--- src/rtl/conv_seq_pkg.sv ---
// Shared constants for the convolution instruction sequencer: geometry, inst bit map, FSM states.
// The CONV_SEQ_ACC_EN macro (see conv_sequencer) enables the psum accumulation pass.
package conv_seq_pkg;

    localparam int unsigned row      = 8;
    localparam int unsigned col      = 8;
    localparam int unsigned k_dim    = 3;
    localparam int unsigned len_kij  = k_dim * k_dim;
    localparam int unsigned a_dim    = 6;
    localparam int unsigned len_nij  = a_dim * a_dim;
    localparam int unsigned o_dim    = a_dim - k_dim + 1;
    localparam int unsigned len_onij = o_dim * o_dim;
    localparam int unsigned addr_bw  = 11;

    localparam int unsigned inst_w = 34;
    localparam int unsigned cnt_w  = $clog2(len_nij + 2);
    localparam int unsigned kij_w  = 4;
    localparam int unsigned k_w    = $clog2(k_dim);
    localparam int unsigned o_w    = $clog2(o_dim);

    localparam int unsigned bit_acc      = 33;
    localparam int unsigned bit_cen_pmem = 32;
    localparam int unsigned bit_wen_pmem = 31;
    localparam int unsigned a_pmem_lsb   = 20;
    localparam int unsigned bit_cen_xmem = 19;
    localparam int unsigned bit_wen_xmem = 18;
    localparam int unsigned a_xmem_lsb   = 7;
    localparam int unsigned bit_ofifo_rd = 6;
    localparam int unsigned bit_ififo_wr = 5;
    localparam int unsigned bit_ififo_rd = 4;
    localparam int unsigned bit_l0_rd    = 3;
    localparam int unsigned bit_l0_wr    = 2;
    localparam int unsigned bit_execute  = 1;
    localparam int unsigned bit_load     = 0;

    // Both memories deselected and write-disabled, everything else quiet
    localparam logic [inst_w-1:0] inst_idle =
        (inst_w'(1) << bit_cen_pmem) | (inst_w'(1) << bit_wen_pmem) |
        (inst_w'(1) << bit_cen_xmem) | (inst_w'(1) << bit_wen_xmem);

    localparam logic [2:0] st_idle   = 3'd0;
    localparam logic [2:0] st_w_rd   = 3'd1;
    localparam logic [2:0] st_w_kern = 3'd2;
    localparam logic [2:0] st_x_rd   = 3'd3;
    localparam logic [2:0] st_exec   = 3'd4;
    localparam logic [2:0] st_drain  = 3'd5;
    localparam logic [2:0] st_acc    = 3'd6;
    localparam logic [2:0] st_done   = 3'd7;

endpackage

--- src/rtl/conv_seq_if.sv ---
// Host/core-facing signal bundle of the convolution sequencer.
interface conv_seq_if;
    import conv_seq_pkg::*;

    logic              start;
    logic              ofifo_valid;
    logic [inst_w-1:0] inst;
    logic              busy;
    logic              done;
    logic [kij_w-1:0]  kij_idx;

    modport master (output start, ofifo_valid, input inst, busy, done, kij_idx);
    modport slave  (input start, ofifo_valid, output inst, busy, done, kij_idx);
endinterface

--- src/rtl/conv_addr_gen.sv ---
// Nested ox/oy/kx/ky counters for the accumulation pass: psum read address and output address.
module conv_addr_gen
    import conv_seq_pkg::*;
(
    input  logic               clk,
    input  logic               reset,
    input  logic               clr,
    input  logic               step,
    output logic [addr_bw-1:0] rd_addr_c,
    output logic [addr_bw-1:0] wr_addr_c,
    output logic               wr_phase,
    output logic               last_c
);

    logic [k_w-1:0] kx, ky;
    logic [o_w-1:0] ox, oy;

    // kx fastest, then ky; after the last kernel tap one write cycle, then advance ox/oy
    always_ff @(posedge clk) begin
        if (reset || clr) begin
            kx       <= '0;
            ky       <= '0;
            ox       <= '0;
            oy       <= '0;
            wr_phase <= 1'b0;
        end else if (step) begin
            if (wr_phase) begin
                wr_phase <= 1'b0;
                if (ox == o_w'(o_dim - 1)) begin
                    ox <= '0;
                    oy <= oy + o_w'(1);
                end else begin
                    ox <= ox + o_w'(1);
                end
            end else if (kx == k_w'(k_dim - 1)) begin
                kx <= '0;
                if (ky == k_w'(k_dim - 1)) begin
                    ky       <= '0;
                    wr_phase <= 1'b1;
                end else begin
                    ky <= ky + k_w'(1);
                end
            end else begin
                kx <= kx + k_w'(1);
            end
        end
    end

    assign rd_addr_c = (addr_bw'(ky) * addr_bw'(k_dim) + addr_bw'(kx)) * addr_bw'(len_nij)
                     + (addr_bw'(oy) + addr_bw'(ky)) * addr_bw'(a_dim)
                     + addr_bw'(ox) + addr_bw'(kx);
    assign wr_addr_c = addr_bw'(len_kij * len_nij) + addr_bw'(oy) * addr_bw'(o_dim) + addr_bw'(ox);
    assign last_c    = wr_phase && (ox == o_w'(o_dim - 1)) && (oy == o_w'(o_dim - 1));

endmodule

--- src/rtl/conv_sequencer.sv ---
// Instruction sequencer for one 2D convolution layer on core.
// Define CONV_SEQ_ACC_EN to build the final psum accumulation pass (ACC state).
module conv_sequencer
    import conv_seq_pkg::*;
(
    input logic       clk,
    input logic       reset,
    conv_seq_if.slave bus
);

    logic [2:0]        state, state_nxt;
    logic [cnt_w-1:0]  cnt, cnt_nxt;
    logic [kij_w-1:0]  kij, kij_nxt;
    logic [inst_w-1:0] inst_q, inst_nxt;
    logic              busy_q, done_q;

`ifdef CONV_SEQ_ACC_EN
    logic [addr_bw-1:0] acc_rd_addr_c, acc_wr_addr_c;
    logic               acc_wr, acc_last_c;

    conv_addr_gen u_addr_gen (
        .clk       (clk),
        .reset     (reset),
        .clr       (state != st_acc),
        .step      (state == st_acc),
        .rd_addr_c (acc_rd_addr_c),
        .wr_addr_c (acc_wr_addr_c),
        .wr_phase  (acc_wr),
        .last_c    (acc_last_c)
    );
`endif

    always_ff @(posedge clk) begin
        if (reset) begin
            state  <= st_idle;
            cnt    <= '0;
            kij    <= '0;
            inst_q <= inst_idle;
            busy_q <= 1'b0;
            done_q <= 1'b0;
        end else begin
            state  <= state_nxt;
            cnt    <= cnt_nxt;
            kij    <= kij_nxt;
            inst_q <= inst_nxt;
            busy_q <= (state != st_idle) && (state != st_done);
            done_q <= (state == st_done);
        end
    end

    // Next state plus the instruction word to be registered on the coming edge
    always_comb begin
        state_nxt = state;
        cnt_nxt   = cnt;
        kij_nxt   = kij;
        inst_nxt  = inst_idle;
        case (state)
            st_idle: begin
                if (bus.start) begin
                    state_nxt = st_w_rd;
                    cnt_nxt   = '0;
                    kij_nxt   = '0;
                end
            end
            st_w_rd: begin
                if (cnt < cnt_w'(col)) begin
                    inst_nxt[bit_cen_xmem]          = 1'b0;
                    inst_nxt[a_xmem_lsb +: addr_bw] = addr_bw'(len_nij)
                        + addr_bw'(kij) * addr_bw'(col) + addr_bw'(cnt);
                end
                if (cnt != '0) inst_nxt[bit_l0_wr] = 1'b1;
                if (cnt == cnt_w'(col)) begin
                    state_nxt = st_w_kern;
                    cnt_nxt   = '0;
                end else begin
                    cnt_nxt = cnt + cnt_w'(1);
                end
            end
            st_w_kern: begin
                // col load cycles, then row quiet cycles while weights settle
                if (cnt < cnt_w'(col)) begin
                    inst_nxt[bit_l0_rd] = 1'b1;
                    inst_nxt[bit_load]  = 1'b1;
                end
                if (cnt == cnt_w'(col + row - 1)) begin
                    state_nxt = st_x_rd;
                    cnt_nxt   = '0;
                end else begin
                    cnt_nxt = cnt + cnt_w'(1);
                end
            end
            st_x_rd: begin
                if (cnt < cnt_w'(len_nij)) begin
                    inst_nxt[bit_cen_xmem]          = 1'b0;
                    inst_nxt[a_xmem_lsb +: addr_bw] = addr_bw'(cnt);
                end
                if (cnt != '0) inst_nxt[bit_l0_wr] = 1'b1;
                if (cnt == cnt_w'(len_nij)) begin
                    state_nxt = st_exec;
                    cnt_nxt   = '0;
                end else begin
                    cnt_nxt = cnt + cnt_w'(1);
                end
            end
            st_exec: begin
                inst_nxt[bit_l0_rd]   = 1'b1;
                inst_nxt[bit_execute] = 1'b1;
                if (cnt == cnt_w'(len_nij - 1)) begin
                    state_nxt = st_drain;
                    cnt_nxt   = '0;
                end else begin
                    cnt_nxt = cnt + cnt_w'(1);
                end
            end
            st_drain: begin
                if (bus.ofifo_valid) begin
                    inst_nxt[bit_ofifo_rd]          = 1'b1;
                    inst_nxt[bit_cen_pmem]          = 1'b0;
                    inst_nxt[bit_wen_pmem]          = 1'b0;
                    inst_nxt[a_pmem_lsb +: addr_bw] = addr_bw'(kij) * addr_bw'(len_nij) + addr_bw'(cnt);
                    if (cnt == cnt_w'(len_nij - 1)) begin
                        cnt_nxt = '0;
                        if (kij == kij_w'(len_kij - 1)) begin
`ifdef CONV_SEQ_ACC_EN
                            state_nxt = st_acc;
`else
                            state_nxt = st_done;
`endif
                        end else begin
                            kij_nxt   = kij + kij_w'(1);
                            state_nxt = st_w_rd;
                        end
                    end else begin
                        cnt_nxt = cnt + cnt_w'(1);
                    end
                end
            end
`ifdef CONV_SEQ_ACC_EN
            st_acc: begin
                inst_nxt[bit_cen_pmem] = 1'b0;
                if (acc_wr) begin
                    inst_nxt[bit_wen_pmem]          = 1'b0;
                    inst_nxt[a_pmem_lsb +: addr_bw] = acc_wr_addr_c;
                    if (acc_last_c) state_nxt = st_done;
                end else begin
                    inst_nxt[bit_acc]               = 1'b1;
                    inst_nxt[a_pmem_lsb +: addr_bw] = acc_rd_addr_c;
                end
            end
`endif
            st_done: begin
                state_nxt = st_idle;
            end
            default: begin
                state_nxt = st_idle;
            end
        endcase
    end

    assign bus.inst    = inst_q;
    assign bus.busy    = busy_q;
    assign bus.done    = done_q;
    assign bus.kij_idx = kij;

endmodule

--- src/flat_wrapper.sv ---
// flat-port wrapper written by rule: the top's interface ports become plain ports
module conv_sequencer_flat import conv_seq_pkg::*;
  (clk, reset, bus_start, bus_ofifo_valid, bus_inst, bus_busy, bus_done, bus_kij_idx);
  conv_seq_if bus_i ();
  input logic clk;
  input logic reset;
  input wire logic [$bits(bus_i.start)-1:0] bus_start;
  input wire logic [$bits(bus_i.ofifo_valid)-1:0] bus_ofifo_valid;
  output wire logic [$bits(bus_i.inst)-1:0] bus_inst;
  output wire logic [$bits(bus_i.busy)-1:0] bus_busy;
  output wire logic [$bits(bus_i.done)-1:0] bus_done;
  output wire logic [$bits(bus_i.kij_idx)-1:0] bus_kij_idx;
  assign bus_i.start = bus_start;
  assign bus_i.ofifo_valid = bus_ofifo_valid;
  assign bus_inst = bus_i.inst;
  assign bus_busy = bus_i.busy;
  assign bus_done = bus_i.done;
  assign bus_kij_idx = bus_i.kij_idx;
  conv_sequencer u_core (.clk(clk), .reset(reset), .bus(bus_i));
endmodule
--- config.mk ---
export PLATFORM = sky130hd
export DESIGN_NAME = conv_sequencer_flat
export DESIGN_NICKNAME = d
export VERILOG_FILES = /design/src/rtl/conv_seq_pkg.sv /design/src/rtl/conv_seq_if.sv /design/src/rtl/conv_addr_gen.sv /design/src/rtl/conv_sequencer.sv /design/src/flat_wrapper.sv
export SDC_FILE = /design/constraint.sdc
export NUM_CORES = 1
export LEC_CHECK = 0
export BUFFER_PORTS_ARGS = -buffer_cell sky130_fd_sc_hd__buf_2
export CAP_MARGIN = 40
export CORE_MARGIN = 2
export CORE_UTILIZATION = 59
export DETAILED_ROUTE_END_ITERATION = 10
export PLACE_DENSITY = 0.84
export SLEW_MARGIN = 0
export SYNTH_ARGS = -nofsm -noshare
export SYNTH_HDL_FRONTEND = slang
export SYNTH_HIERARCHICAL = 1
export SYNTH_SLANG_ARGS = --single-unit
--- constraint.sdc ---
create_clock -name clk -period 2.75 [get_ports clk]
set_input_delay 0.1375 -clock clk [delete_from_list [all_inputs] [get_ports clk]]
set_output_delay 0.1375 -clock clk [all_outputs]
set_load 0.02 [all_outputs]
-- Word-level counts from Yosys, hierarchy flattened
Cells that the tools add are included.
- latch bits: 0
- bits in writable memories: 0
- input bits: 4
- memories: 0
- bits in read-only memories: 0
- register bits: 49
- output and inout bits: 40
- logic and storage cells: 90
- $add $sub $neg: 5
- $lt $le $gt $ge: 2
- muxes and demuxes: 33
- multiply operators: 1
- equal/unequal tests: 20
- shifts and indexed selects: 0
- reductions and logical operators: 14
- bitwise gates (word level): 4
- div/mod/pow operators: 0
- operators with widths (operator ; number):
    $mux 6 ; 7
    $pmux 6 s6 ; 1
    $mux 3 ; 8
    $pmux 11 s2 ; 1
    $pmux 3 s6 ; 1
    $mux 4 ; 4
    $mux 13 ; 1
    $eq 6x4->1 const B ; 2
    $eq 6x6->1 const B ; 2
    $reduce_bool 6->1 ; 2
    $add 10x6->11 ; 1
    $add 11x6->11 ; 1
    $mux 11 ; 1
    $ne 2x1->1 const B ; 5
    $eq 3x3->1 const B ; 3
    $add 6x7->8 const A ; 1
    $mul 4x4->8 const B ; 1
    $pmux 4 s2 ; 1
    $reduce_or 2->1 ; 4
    $reduce_and 7->1 ; 1
    $add 6x1->6 const B ; 1
    $eq 3x2->1 const B ; 2
    $lt 6x4->1 const B ; 1
    $lt 6x6->1 const B ; 1
    15 further kinds ; 26

-- Depth between registers and ports, before layout
- word-level depth: 5
- depth in mapped cells: 8
- mapped depth without buffers: 7

-- Worst setup path before layout
OpenSTA, ideal clock, no wires.
- path kind: register to register
- start point: register u_core.kij[1] (netlist: u_core/bus.kij_idx[1])
- end point: register u_core.kij[0] (netlist: u_core/bus.kij_idx[0])
- arrival: 1.952 ns
- required time: 2.680 ns
- setup slack: 0.728 ns
- cell stages (with the launch flop): 9
- setup time: 0.070 ns
- period minus slack after synthesis: 2.022 ns
- buffers on the path: 1
- cell sequence: dfxtp_1 inv_1 ha_1 nand3b_1 a41oi_1 or3_1 buf_2 or3_1 a21oi_1
- longest elaborated chain between the ends: 3
- RTL lines (what ; RTL line ; RTL):
    start: declaration ; conv_sequencer.sv:13 ; logic [kij_w-1:0] kij, kij_nxt;
    start signal: assignment ; conv_sequencer.sv:44 ; kij <= kij_nxt;
    $eq 4x4->1 ; conv_sequencer.sv:123 ; if (kij == kij_w'(len_kij - 1)) begin
    $ne 2x2->1 (no line) ; n/a ;
    $reduce_and 5->1 (no line) ; n/a ;
No other way between the ends.
A chain may end at the register's enable or synchronous reset.

-- Worst setup path after layout
- start point: register u_core.cnt[3]
- end point: register u_core.inst_q[14] (netlist: u_core/bus.inst[14])
- longest elaborated chain between the ends: 3
- elaborated cells between the ends (all ways): 4
- those cells by class: add/sub (1); order compare (1); mux (2)
- RTL lines (what ; RTL line ; RTL):
    start: declaration ; conv_sequencer.sv:12 ; logic [cnt_w-1:0] cnt, cnt_nxt;
    start signal: assignment ; conv_sequencer.sv:43 ; cnt <= cnt_nxt;
    $add 11x6->11 / $lt 6x4->1 (equally long branches) ; conv_sequencer.sv:69, conv_sequencer.sv:66 ;
    $mux 11 * ; conv_sequencer.sv:66 ; if (cnt < cnt_w'(col)) begin
    $pmux 11 s2 * ; conv_sequencer.sv:57 ; case (state)
    end signal: assignment ; conv_sequencer.sv:38 ; inst_q <= inst_idle;
    end signal: assignment ; conv_sequencer.sv:45 ; inst_q <= inst_nxt;
    end: declaration ; conv_sequencer.sv:14 ; logic [inst_w-1:0] inst_q, inst_nxt;
Mark *: on every way between the ends. The rest lies on a longest branch, timed or not.

==> flow_summary.ini <==
[detailed_routing]
drtPass1Iterations = 4
first_iter_violations = 126
num_vias = 1824
wl_per_cell_um = 13.2
viasPerCell = 5.56
remaining_drc_errors = 0
ant_nets = 0
wirelength_mm = 4.34

[grt]
grt_pass1_vias = 1667
grt_max_degree = 21
antenna_found_initial = 0
grtUsageTotal_pct = 22.1
grt_pass1_wl_mm = 7.23
grt-ovfl-total = 0

[timing]
slew_violations = 0
rsz0062_at_grt = false
fmax_mhz = 455
slew_headroom_pct = 53.1
hold_viol = 0
min_period_ns = 2.20
setup_viol = 0
fin_skew_ns = 0.00552
setup_tns_ns = 0
worst_pin_slew_ns = 0.697
period_share_pct = 80.0

[worst_setup_path]
crit_arrival_ns = 2.37
critical_path.slowest_cell = dfxtp_1
slowest_delay_ns = 0.74
crit_path_start_kind = flop
ff2ff_path_depth = 6
crit_chain = ha_1 > ha_1 > fa_1 > a21o_1 > a21oi_1 > nor3_1
worstPathMaxFanout = 14
required_ns = 2.92
crit_type = flop to flop
cp_common_cell = ha_1
end_kind = flop

[power_and_ir_drop]
intPower_w = 0.00110
p_per_area_nw_per_um2 = 684
leakagePower_nw = 1.09
p_clk_share_pct = 30.0
power.ir.vdd_worst_mv = 0.554
p_sw_share_pct = 34.0
combPwrFrac_pct = 27.9
switchingPower_w = 0.000569
pwr-share-seq_pct = 42.1

[die]
rows = 22
die_h_um = 64.7
ios = 44
dieArea_um2 = 4190
initial_core_util_pct = 60.3
coreArea_um2 = 3610
dieWidth_um = 64.7

[clock_tree]
tritoncts = done
cts_max_path_buffers = 2
clk_pin_slew_ns = 0.08
h-tree-depth = 2
cts_root_buffer = clkbuf_8
worst_skew_pair.late_latency_ns = 0.29
cts_made_buffers = 5
ctsResizeCount = 0
cts_sinks = 41
cts_setup_buffers = 0
cts_hold_buf = 0

[yosys]
synth_edf_count = 0
yosys.cell_types.count = 45
yosysSeqAreaShare_pct = 37.7
synthFlopType = dfxtp_1
async_reset_ff_share_pct = 0
synth_largest_area_cell = dfxtp_1
ys_warn_count = 6
yosysMostFrequentCell = dfxtp_1
netlist_top_cells_area = dfxtp_1 38%, ha_1 10%, a21oi_1 3.9%
syn_inst = 251
syn_area_um2 = 2180
synth_commonest_cells = 41 x dfxtp_1, 22 x nand2_1, 22 x nor2_1
synth-seq-cells = 41
synth_top_area_share_pct = 37.7
synth.avg_cell_area_um2 = 8.67

[status]
status = finished, final reports clean

[placement]
place_inst = 320
placed_area_um2 = 2320
dp_hpwl_mm = 3.07
port_buffers = 36
gp_congestion = 0.890

[final_layout]
antennaDiodeCount = 0
fillerInstances = 290
nNetsFinal = 303
drive_above_1_share_pct = 19.3
final_cells = 328
syn2layout_area_growth_pct = 12.4
final_area_um2 = 2440

[flow_run]
drv_cap = 0

[min_path]
holdPathStages = 2
hold_class = input pin to flop
-- cell type report --
| cell class | count | area, um2 | area share (%) |
|---|---|---|---|
| Tap cell | 48 | 60.1 | 2.46 |
| Clock inverter | 2 | 37.5 | 1.54 |
| Timing Repair Buffer | 38 | 195 | 7.98 |
| Inverter | 14 | 52.6 | 2.15 |
| Clock buffer | 6 | 82.6 | 3.38 |
| Sequential cell | 41 | 821 | 33.6 |
| Multi-Input combinational cell | 179 | 1200 | 48.9 |
-- stage by stage --
stage          hold slack (ns)  setup WS (ns)  power [W]  utilization [%]
5_1_grt                  0.201          0.397    0.00176             67.8
6_report                 0.203          0.550    0.00167             67.8
2_1_floorplan            0.350          0.728    0.00107                -
3_5_place_dp             0.485          0.575    0.00117             64.5
3_3_place_gp             0.476          0.659    0.00116             64.5
4_1_cts                  0.196          0.568    0.00167             67.8
-- layout by cell type, fill, tap and decap left out, drive strengths merged, types with 2 or more instances in the layout --
master   Yosys  routed
a211oi       2       2
a21o         6       6
a21oi       17      17
a22oi        2       2
a31oi        6       6
a41oi        2       2
and2         4       4
buf         16      38
clkbuf       6       6
conb         2       7
dfxtp       41      41
fa           2       2
ha          18      18
inv         14      14
nand2       22      22
nand2b       2       2
nand3       11      11
nand3b       4       4
nor2        22      22
nor3         8       8
nor3b        4       4
o2111ai      2       2
o21ai        4       4
o31ai        5       5
or2          2       2
or3          6       6
or4          4       4
xor2         5       5
-- flip-flops by register name, summed over array words and instances, names as in the netlist --
signal and flops:
u_core/bus.inst 26, u_core/cnt 6, u_core/bus.kij_idx 4, u_core/state 3, u_core/bus.busy 1, u_core/bus.done 1
-- power groups by stage --
stage	clock, W	sequential, W	combinational [W]
2_1_floorplan	0	0.000704	0.000369
4_1_cts	0.000510	0.000702	0.000460
6_report	0.000502	0.000703	0.000467
3_3_place_gp	0	0.000713	0.000447
5_1_grt	0.000540	0.000715	0.000508
3_5_place_dp	0	0.000716	0.000458
-- worst max-delay path, delay by kind of cell (launching register included) --
kind,cells,cell delay [ns]
adder cells (fa/ha/maj),3,0.97
AND/OR/NAND/NOR,1,0.05
flip-flops,1,0.74
AO/OA/AOI/OAI,2,0.30
-- kinds of logic (layout without fill, tap and decap cells) --
logic type / Yosys count / count (layout) / synth area share (%)
flip-flops: 41 / 41 / 37.7
adder cells (fa/ha/maj): 20 / 20 / 12.2
AO/OA/AOI/OAI: 51 / 51 / 15.5
other: 2 / 7 / 0.345
AND/OR/NAND/NOR: 95 / 95 / 23.7
XOR/XNOR: 6 / 6 / 2.42
buffers and inverters: 36 / 60 / 8.17
-- final timing paths --
| check | slack [ns] | start | endpoint |
|---|---|---|---|
| setup / recovery | 0.55 | u_core/cnt[3] | u_core/bus.inst[14] |
| hold / removal | 0.20 | bus_ofifo_valid | u_core/bus.inst[6] |
| setup reg to reg | 0.55 | u_core/cnt[3] | u_core/bus.inst[14] |
| hold reg to reg | 0.50 | u_core/cnt[0] | u_core/cnt[0] |
-- per-layer routing --
layer  track usage, %  routed length, um  share of wire, %
met2             35.6               2020                46
met5                0                  0                 0
met1             28.0               2020                47
met4             10.6                 72               1.7
met3             4.69                229               5.3
No activity file was read; power rests on OpenSTA's default activity.
